--- src/rtl/uart_rx_frontend_pkg.sv ---
// rtl/uart_rx_frontend_pkg.sv - shared constants and types for the UART receive front end
// Purpose: default build-time sizes for the receive front end and the autobaud FSM state type.
// Ports: none.
package uart_rx_frontend_pkg;

    localparam int UART_DIV_WIDTH        = 16;
    localparam int UART_RXFE_SYNC_STAGES = 2;
    localparam int UART_RXFE_FILT_LEN    = 3;
    localparam int UART_RXFE_BRK_BITS    = 11;

    typedef enum logic [1:0] {
        IDLE      = 2'd0,
        WAIT_FALL = 2'd1,
        MEASURE   = 2'd2
    } uart_abr_state_e;

endpackage

--- src/rtl/uart_rx_frontend_if.sv ---
// rtl/uart_rx_frontend_if.sv - signal bundle between the UART wrapper and the receive front end
// Purpose: groups the pad, configuration, filtered line, break and autobaud signals.
// Ports: master drives rx_i, cfg_div_i, abr_arm_i; slave (the front end) drives everything else.
interface uart_rx_frontend_if #(
    parameter int DIV_WIDTH = 16
);
    logic                 rx_i;
    logic [DIV_WIDTH-1:0] cfg_div_i;
    logic                 rx_o;
    logic                 brk_o;
    logic                 brk_stb_o;
    logic                 abr_arm_i;
    logic                 abr_busy_o;
    logic                 abr_valid_o;
    logic                 abr_err_o;
    logic [DIV_WIDTH-1:0] abr_div_o;

    modport master (
        output rx_i, cfg_div_i, abr_arm_i,
        input  rx_o, brk_o, brk_stb_o, abr_busy_o, abr_valid_o, abr_err_o, abr_div_o
    );

    modport slave (
        input  rx_i, cfg_div_i, abr_arm_i,
        output rx_o, brk_o, brk_stb_o, abr_busy_o, abr_valid_o, abr_err_o, abr_div_o
    );
endinterface

--- src/rtl/uart_rx_filter.sv ---
// rtl/uart_rx_filter.sv - pad synchronizer plus debounce filter for the UART receive line
// Purpose: brings the asynchronous pad into clk_i and removes pulses shorter than FILT_LEN cycles.
// Ports: clk_i, rst_i (sync, active-high), rx_i (raw pad), rx_o (filtered, registered, resets to 1).
module uart_rx_filter
    import uart_rx_frontend_pkg::*;
#(
    parameter int SYNC_STAGES = UART_RXFE_SYNC_STAGES,
    parameter int FILT_LEN    = UART_RXFE_FILT_LEN
) (
    input  logic clk_i,
    input  logic rst_i,
    input  logic rx_i,
    output logic rx_o
);
    logic [SYNC_STAGES-1:0] sync_q;
    logic [FILT_LEN-1:0]    filt_q;
    logic [FILT_LEN-1:0]    filt_next;

    generate
        if (FILT_LEN == 1) begin : g_filt_single
            assign filt_next = sync_q[SYNC_STAGES-1];
        end else begin : g_filt_shift
            assign filt_next = {filt_q[FILT_LEN-2:0], sync_q[SYNC_STAGES-1]};
        end
    endgenerate

    // Everything resets to the idle (high) line level so no false start is seen.
    always_ff @(posedge clk_i) begin
        if (rst_i) begin
            sync_q <= '1;
            filt_q <= '1;
            rx_o   <= 1'b1;
        end else begin
            sync_q <= {sync_q[SYNC_STAGES-2:0], rx_i};
            filt_q <= filt_next;
            // Change only on unanimous history; mixed history holds the last level.
            if (&filt_q) begin
                rx_o <= 1'b1;
            end else if (~|filt_q) begin
                rx_o <= 1'b0;
            end
        end
    end
endmodule

--- src/rtl/uart_rx_frontend.sv ---
// rtl/uart_rx_frontend.sv - UART receive conditioning: filter, break detect, optional autobaud
// Purpose: feeds uart_rx a clean line, flags line breaks and measures the start-bit width.
// Ports: clk_i, rst_i (sync, active-high), bus (uart_rx_frontend_if.slave).
// Build option: UART_RXFE_AUTOBAUD_EN builds the autobaud FSM; otherwise abr_* outputs are 0.
module uart_rx_frontend
    import uart_rx_frontend_pkg::*;
#(
    parameter int SYNC_STAGES = UART_RXFE_SYNC_STAGES,
    parameter int FILT_LEN    = UART_RXFE_FILT_LEN,
    parameter int BRK_BITS    = UART_RXFE_BRK_BITS,
    parameter int DIV_WIDTH   = UART_DIV_WIDTH
) (
    input logic              clk_i,
    input logic              rst_i,
    uart_rx_frontend_if.slave bus
);
    localparam int BRK_W = $clog2(BRK_BITS + 1);
    localparam logic [DIV_WIDTH-1:0] DIV_ONE = DIV_WIDTH'(1);

    logic rx_filt;

    uart_rx_filter #(
        .SYNC_STAGES (SYNC_STAGES),
        .FILT_LEN    (FILT_LEN)
    ) u_filter (
        .clk_i (clk_i),
        .rst_i (rst_i),
        .rx_i  (bus.rx_i),
        .rx_o  (rx_filt)
    );

    assign bus.rx_o = rx_filt;

    // Break detection: prescaled count of low bit periods.
    logic [DIV_WIDTH-1:0] div_eff;
    logic [DIV_WIDTH-1:0] pre_q;
    logic [BRK_W-1:0]     bits_q;
    logic                 brk_q;
    logic                 brk_stb_q;

    assign div_eff = (bus.cfg_div_i == '0) ? DIV_ONE : bus.cfg_div_i;

    always_ff @(posedge clk_i) begin
        if (rst_i) begin
            pre_q     <= '0;
            bits_q    <= '0;
            brk_q     <= 1'b0;
            brk_stb_q <= 1'b0;
        end else begin
            brk_stb_q <= 1'b0;
            if (rx_filt) begin
                pre_q  <= '0;
                bits_q <= '0;
                brk_q  <= 1'b0;
            end else if (pre_q >= div_eff - DIV_ONE) begin
                // '>=' lets a divisor lowered mid-count wrap at once instead of running to 2^N.
                pre_q <= '0;
                if (bits_q != BRK_W'(BRK_BITS)) begin
                    bits_q <= bits_q + BRK_W'(1);
                    if (bits_q == BRK_W'(BRK_BITS - 1)) begin
                        brk_q     <= 1'b1;
                        brk_stb_q <= 1'b1;
                    end
                end
            end else begin
                pre_q <= pre_q + DIV_ONE;
            end
        end
    end

    assign bus.brk_o     = brk_q;
    assign bus.brk_stb_o = brk_stb_q;

`ifdef UART_RXFE_AUTOBAUD_EN
    uart_abr_state_e      state_q, state_d;
    logic [DIV_WIDTH-1:0] cnt_q, cnt_d;
    logic [DIV_WIDTH-1:0] div_q, div_d;
    logic                 valid_q, valid_d;
    logic                 err_q, err_d;
    logic                 busy_q;
    logic                 rx_q;

    always_ff @(posedge clk_i) begin
        if (rst_i) begin
            state_q <= IDLE;
            cnt_q   <= '0;
            div_q   <= '0;
            valid_q <= 1'b0;
            err_q   <= 1'b0;
            busy_q  <= 1'b0;
            rx_q    <= 1'b1;
        end else begin
            state_q <= state_d;
            cnt_q   <= cnt_d;
            div_q   <= div_d;
            valid_q <= valid_d;
            err_q   <= err_d;
            busy_q  <= (state_d != IDLE);
            rx_q    <= rx_filt;
        end
    end

    always_comb begin
        state_d = state_q;
        cnt_d   = cnt_q;
        div_d   = div_q;
        valid_d = 1'b0;
        err_d   = 1'b0;
        case (state_q)
            IDLE: begin
                if (bus.abr_arm_i) begin
                    state_d = WAIT_FALL;
                end
            end
            WAIT_FALL: begin
                // The falling-edge cycle itself is the first low cycle, hence start at 1.
                if (rx_q && !rx_filt) begin
                    state_d = MEASURE;
                    cnt_d   = DIV_ONE;
                end
            end
            MEASURE: begin
                if (rx_filt) begin
                    div_d   = cnt_q;
                    valid_d = 1'b1;
                    state_d = IDLE;
                end else if (&cnt_q) begin
                    err_d   = 1'b1;
                    state_d = IDLE;
                end else begin
                    cnt_d = cnt_q + DIV_ONE;
                end
            end
            default: begin
                state_d = IDLE;
            end
        endcase
    end

    assign bus.abr_busy_o  = busy_q;
    assign bus.abr_valid_o = valid_q;
    assign bus.abr_err_o   = err_q;
    assign bus.abr_div_o   = div_q;
`else
    logic unused_abr_arm;
    assign unused_abr_arm  = bus.abr_arm_i;
    assign bus.abr_busy_o  = 1'b0;
    assign bus.abr_valid_o = 1'b0;
    assign bus.abr_err_o   = 1'b0;
    assign bus.abr_div_o   = '0;
`endif
endmodule

--- src/flat_wrapper.sv ---
// flat-port wrapper written by rule: the top's interface ports become plain ports
module uart_rx_frontend_flat import uart_rx_frontend_pkg::*;
#(
    parameter int SYNC_STAGES = UART_RXFE_SYNC_STAGES,
    parameter int FILT_LEN    = UART_RXFE_FILT_LEN,
    parameter int BRK_BITS    = UART_RXFE_BRK_BITS,
    parameter int DIV_WIDTH   = UART_DIV_WIDTH
)
  (clk_i, rst_i, bus_rx_i, bus_cfg_div_i, bus_abr_arm_i, bus_rx_o, bus_brk_o, bus_brk_stb_o, bus_abr_busy_o, bus_abr_valid_o, bus_abr_err_o, bus_abr_div_o);
  uart_rx_frontend_if #(.DIV_WIDTH(DIV_WIDTH)) bus_i ();
  input logic clk_i;
  input logic rst_i;
  input wire logic [$bits(bus_i.rx_i)-1:0] bus_rx_i;
  input wire logic [$bits(bus_i.cfg_div_i)-1:0] bus_cfg_div_i;
  input wire logic [$bits(bus_i.abr_arm_i)-1:0] bus_abr_arm_i;
  output wire logic [$bits(bus_i.rx_o)-1:0] bus_rx_o;
  output wire logic [$bits(bus_i.brk_o)-1:0] bus_brk_o;
  output wire logic [$bits(bus_i.brk_stb_o)-1:0] bus_brk_stb_o;
  output wire logic [$bits(bus_i.abr_busy_o)-1:0] bus_abr_busy_o;
  output wire logic [$bits(bus_i.abr_valid_o)-1:0] bus_abr_valid_o;
  output wire logic [$bits(bus_i.abr_err_o)-1:0] bus_abr_err_o;
  output wire logic [$bits(bus_i.abr_div_o)-1:0] bus_abr_div_o;
  assign bus_i.rx_i = bus_rx_i;
  assign bus_i.cfg_div_i = bus_cfg_div_i;
  assign bus_i.abr_arm_i = bus_abr_arm_i;
  assign bus_rx_o = bus_i.rx_o;
  assign bus_brk_o = bus_i.brk_o;
  assign bus_brk_stb_o = bus_i.brk_stb_o;
  assign bus_abr_busy_o = bus_i.abr_busy_o;
  assign bus_abr_valid_o = bus_i.abr_valid_o;
  assign bus_abr_err_o = bus_i.abr_err_o;
  assign bus_abr_div_o = bus_i.abr_div_o;
  uart_rx_frontend #(.SYNC_STAGES(SYNC_STAGES), .FILT_LEN(FILT_LEN), .BRK_BITS(BRK_BITS), .DIV_WIDTH(DIV_WIDTH)) u_core (.clk_i(clk_i), .rst_i(rst_i), .bus(bus_i));
endmodule
--- config.mk ---
export PLATFORM = sky130hd
export DESIGN_NAME = uart_rx_frontend_flat
export DESIGN_NICKNAME = d
export VERILOG_FILES = /design/src/rtl/uart_rx_frontend_pkg.sv /design/src/rtl/uart_rx_frontend_if.sv /design/src/rtl/uart_rx_filter.sv /design/src/rtl/uart_rx_frontend.sv /design/src/flat_wrapper.sv
export SDC_FILE = /design/constraint.sdc
export NUM_CORES = 1
export LEC_CHECK = 0
export CAP_MARGIN = 20
export CORE_MARGIN = 5
export CORE_UTILIZATION = 51
export DETAILED_ROUTE_END_ITERATION = 6
export MAX_ROUTING_LAYER = met4
export PLACE_DENSITY = 0.88
export SLEW_MARGIN = 10
export SYNTH_ARGS = -nofsm -noshare
export SYNTH_HDL_FRONTEND = slang
export SYNTH_HIERARCHICAL = 1
export SYNTH_SLANG_ARGS = --single-unit
--- constraint.sdc ---
create_clock -name clk_i -period 4 [get_ports clk_i]
set_input_delay 0.4 -clock clk_i [delete_from_list [all_inputs] [get_ports clk_i]]
set_output_delay 0.4 -clock clk_i [all_outputs]
set_load 0.01 [all_outputs]
## Word level (Yosys, flattened, before mapping)

Cells that the tools add are included.

| storage, ports and cells | value |
|---|---|
| bits in registers | 28 |
| output and inout bits | 22 |

| operators by class | value |
|---|---|
| add/sub/neg operators | 3 |
| order comparisons | 1 |
| equal/unequal tests | 2 |
| mux-type cells | 2 |
| bitwise gates (word level) | 2 |
| reductions and logical operators | 9 |

Operators by type and width:

| cell | count |
|---|---|
| adder 16 x 1 -> 16 bit, second input constant | 1 |
| >= comparator 16 bit | 1 |
| zero test 16 bit | 1 |
| two-way mux 16 bit | 1 |
| subtractor 16 x 1 -> 16 bit, second input constant | 1 |
| AND reduction 3 bit | 2 |
| OR reduction 3 bit | 2 |
| adder 4 x 1 -> 4 bit, second input constant | 1 |
| equality test 4 bit, second input constant | 1 |
| != test 4 bit, second input constant | 1 |
| OR reduction 2 bit | 2 |
| OR reduction 4 bit | 1 |
| NOT 1 bit | 2 |
| AND reduction 2 bit | 1 |
| two-way mux 1 bit | 1 |

## Longest topological paths before layout

| depth | value |
|---|---|
| depth after elaboration | 6 |
| mapped depth | 17 |

## Hierarchy

The synthesis kept the hierarchy.

Modules (own cells, without submodules):

| module | times used | cells an instance | area each (um^2) | seq. area each (um^2) |
|---|---|---|---|---|
| uart_rx_frontend | 1 | 216 | 1795.5 | 440.4 |
| uart_rx_filter | 1 | 15 | 170.2 | 120.1 |

## Worst setup path after synthesis

No wires, ideal clock.

| timing | value |
|---|---|
| kind | input-to-reg |
| from | input port bus_cfg_div_i[9] |
| to | register u_core.pre_q[11] |
| arrival | 3622 ps |
| data required time | 3936 ps |
| slack | 314 ps |
| cell stages on the path | 17 |
| buffers on the path | 2 |
| cell sequence | nor4_1 -> or4b_1 -> nor2_1 -> nor2_1 -> ha_1 -> nand3b_1 -> nand2b_1 -> nor4_1 -> xnor2_1 -> ha_1 -> a211o_1 -> o211ai_1 -> o21ai_2 -> or4_1 -> buf_2 -> buf_6 -> nor2_1 |

| between the ends | value |
|---|---|
| cells in the longest elaborated chain, start to end | 5 |

Ends and longest elaborated chain:

| element | RTL line | source |
|---|---|---|
| start: declaration | flat_wrapper.sv:14 | `input wire logic [$bits(bus_i.cfg_div_i)-1:0] bus_cfg_div_i;` |
| zero test 16 bit | uart_rx_frontend.sv:41 | `assign div_eff = (bus.cfg_div_i == '0) ? DIV_ONE : bus.cfg_div_i;` |
| two-way mux 16 bit (*) | uart_rx_frontend.sv:41 |  |
| subtractor 16 x 1 -> 16 bit (*) | uart_rx_frontend.sv:55 | `end else if (pre_q >= div_eff - DIV_ONE) begin` |
| >= comparator 16 bit (*) | uart_rx_frontend.sv:55 |  |
| OR reduction 3 bit (no line) (*) | -- |  |
| end signal: assignment | uart_rx_frontend.sv:66 | `pre_q <= pre_q + DIV_ONE;` |
| end: declaration | uart_rx_frontend.sv:36 | `logic [DIV_WIDTH-1:0] pre_q;` |

Mark *: on every way between the ends. The rest lies on a longest branch, timed or not.
A chain may end at the register's enable or synchronous reset.

## Final worst setup path

| timing | value |
|---|---|
| from | input port bus_cfg_div_i[9] |
| to | register u_core.pre_q[4] |

The elaborated chain is that of the path after synthesis.

==> reports/metrics.cfg <==
[run_status]
status = completed

[setup_path]
path_delay_family = simple AND/OR/NAND/NOR gates
critical_path_class = primary input to flop
worst_path_arrival_time_ns = 3.93
critical_path_buffer_and_inverter_count = 2
worst_path_most_repeated_cell = nor2_1
ff2ff_setup_slack_ns = 1.79
critPathLaunchType = primary input
worstSetupEndpointType = flop
critPathRequiredTime_ns = 4.21
crit_fanout = 8
cpMaxStageDelayCell = or4b_4
cp_cell_sequence = clkdlybuf4s50_1 > nor4_2 > or4b_4 > nor2_2 > nor2_1 > ha_2 > nand3b_1 > nand2b_4 > nor2_1 > xnor2_1 > ha_1 > nand4_1 > nor3_2 > o21a_1 > or4_4 > buf_6 > nor2_1
timing.critical_path.slowest_cell_delay_ns = 0.52

[global_route]
track_usage_pct = 16.6
grt_first_pass_wirelength_um = 6980
met2_usage_pct = 27.5
grt_start_max_net_pins = 16
grt.overflow.total = 0
grt_pass1_vias = 1608
number_of_antenna_violations_at_the_first_check_in_global_routing = 0
global_route.usage.met1_pct = 20.8
global_route.peak_usage_layer = met2
met3_usage_pct = 3.60

[finish]
final_common_cell = nor2_1
register_area_um2 = 561
flow.area_growth_from_synthesis_pct = 21.6
drive_gt1_share_pct = 13.7
multiInputGateArea_um2 = 1330
highest_count_cells_in_the_layout_ignoring_fill_and_taps = nor2_1, dfxtp_1, ha_1, conb_1
num-fill-cells = 317
layout.core_utilization_pct = 64.8
antenna_cells = 0
layout.nets = 312
final_area_um2 = 2390

[clocking]
clock_edge_transition_at_the_registers_on_the_reported_setup_and_hold_paths_ns = 0.09
clock-root-buffer = clkbuf_8
clock_tree_from_tritoncts = done
cts_buffer_depth = 2
tritoncts_num_sinks = 28
post_cts_buffers = 0
clock_insertion_delay_worst_skew_ns = 0.27
htreeDepth = 1
cts_made_buffers = 3

[synthesis]
ys_types = 42
syn_avg_cell_area_um2 = 8.51
synth_enable_flop_cells = 0
synth_ff_type = dfxtp_1
post_synth_main_area_contributors = dfxtp_1, ha_1, buf_4
yosysTopAreaCellShare_pct = 28.5
postSynthCellCount = 231
ys_seq_elements = 28
post_synth_design_cell_area_um2 = 1970
async_flop_share_pct = 0
yosysWarnings = 6
synth.yosys.seq_area_share_pct = 28.5
netlist.top_cell.by_area = dfxtp_1

[flow_run]
maxCapViolCount = 0

[floorplanning]
start_util_pct = 53.3
dieWidth_um = 72.1
dieArea_um2 = 5200
ioPinCount = 42
placement_rows = 22
die_height_um = 72.1
coreArea_um2 = 3690

[timing]
setup_violations = 0
unrepaired_setup_endpoints_after_global_routing = no
layout_worst_path_cycle_share_pct = 93.1
period_needed_ns = 3.73
worst_clock_skew_ns = 0.00146
hold_viol = 0
timing_worst_slew_pin_value_ns = 0.586
fmaxAchievable_mhz = 268
max_slew_headroom_pct = 60.8
timing.final.max_slew_violations = 0

[place]
postPlaceCellArea_um2 = 2270
globalplace.congestion = 0.837
dp_hpwl_um = 3280
portBuffers = 21

[drt]
number_of_nets_with_antenna_violations_after_routing = 0
detail_route.iter0.violations = 59
via_per_inst = 5.32
vias = 1698
post_drt_wl_per_cell_um = 13.4
drt_drc_violations_left = 0
drt_pass1_iterations = 4
route.final.wire_length_um = 4260

[power_and_ir_drop]
ir_drop_uv = 201
p_leak_nw = 0.949
power.density_nw_per_um2 = 221

[worst_hold_path]
worst_hold_path_type = flop to flop

[worst paths after layout]
check / start / cells past startpoint / end
worst max-delay path: bus_cfg_div_i[9] / 17 / u_core/pre_q[4]
worst min-delay path: u_core/u_filter/sync_q[1] / 1 / u_core/u_filter/filt_q[0]
worst max register to register: u_core/pre_q[0] / 8 / u_core/bits_q[3]
worst min register to register: u_core/u_filter/sync_q[1] / 1 / u_core/u_filter/filt_q[0]
[power by group]
part / switching (mW) / leakage, nW / internal, mW
sequential: 0.000395 / 0.226 / 0.280
combinational: 0.0360 / 0.694 / 0.0378
clock: 0.0853 / 0.0288 / 0.0881
total: 0.122 / 0.949 / 0.406
[synthesized netlist by cell type, drive strengths merged (2+ instances only)]
| cell | number |
|---|---|
| a211oi | 3 |
| a21oi | 5 |
| and3 | 5 |
| buf | 21 |
| dfxtp | 28 |
| ha | 20 |
| inv | 6 |
| nand2 | 18 |
| nand2b | 4 |
| nand3 | 6 |
| nand3b | 2 |
| nand4 | 8 |
| nor2 | 32 |
| nor2b | 2 |
| nor3 | 5 |
| nor4 | 7 |
| o21a | 3 |
| o21ai | 7 |
| o31ai | 2 |
| or2 | 5 |
| or4 | 4 |
| xnor2 | 13 |
| xor2 | 11 |
[registers in the layout (all words and copies together) (netlist names)]
name	cells
u_core/bus.brk_o	1
u_core/u_filter/filt_q	3
u_core/u_filter/sync_q	2
u_core/bus.brk_stb_o	1
u_core/u_filter/rx_o	1
u_core/pre_q	16
u_core/bits_q	4
[logic make-up after synthesis]
| group | count (synthesis) | share of synthesized area (%) |
|---|---|---|
| xor gates and xnor gates | 24 | 10.7 |
| AOI/OAI and AO/OA | 28 | 10.7 |
| and+or+nand+nor | 102 | 27.4 |
| DFF | 28 | 28.5 |
| muxes | 1 | 0.509 |
| buffers and inverters | 27 | 9.23 |
| adders and majority gates | 20 | 12.7 |
| other | 1 | 0.191 |
[metal layers]
| metal | up-vias | wire (um) |
|---|---|---|
| met5 | - | 0 |
| met4 | 0 | 0 |
| met3 | 0 | 167 |
| met2 | 26 | 2120 |
| met1 | 801 | 1970 |
| li1 | 871 | - |
[per-stage QoR]
step | hold slack [ns] | power [mW] | setup TNS, ns | std cells | setup slack (ns)
6_report | 0.415 | 0.528 | 0 | 319 | 0.274
5_1_grt | 0.432 | 0.556 | 0 | 319 | 0.0447
4_1_cts | 0.418 | 0.530 | 0 | 318 | 0.0181
3_5_place_dp | 0.392 | 0.358 | -5.49 | 314 | -0.290
3_3_place_gp | 0.387 | 0.356 | -2.86 | 314 | -0.153
2_1_floorplan | 0.383 | 0.336 | 0 | 249 | 0.314
[layout make-up]
type / count / area share (%)
tap: 48 / 2.51
clock buffer: 4 / 2.30
inverter: 6 / 0.942
sequential: 28 / 23.5
multi-input combinational: 194 / 55.7
timing repair buffer: 39 / 15.1
[repair_timing]
action                     4_1_cts  5_1_grt
resized for setup                1       15
pin swaps                        0        4
gates cloned                     0        1
setup endpoints to repair        7       22
hold buffers                     0        0
No activity file was read; power rests on OpenSTA's default activity.
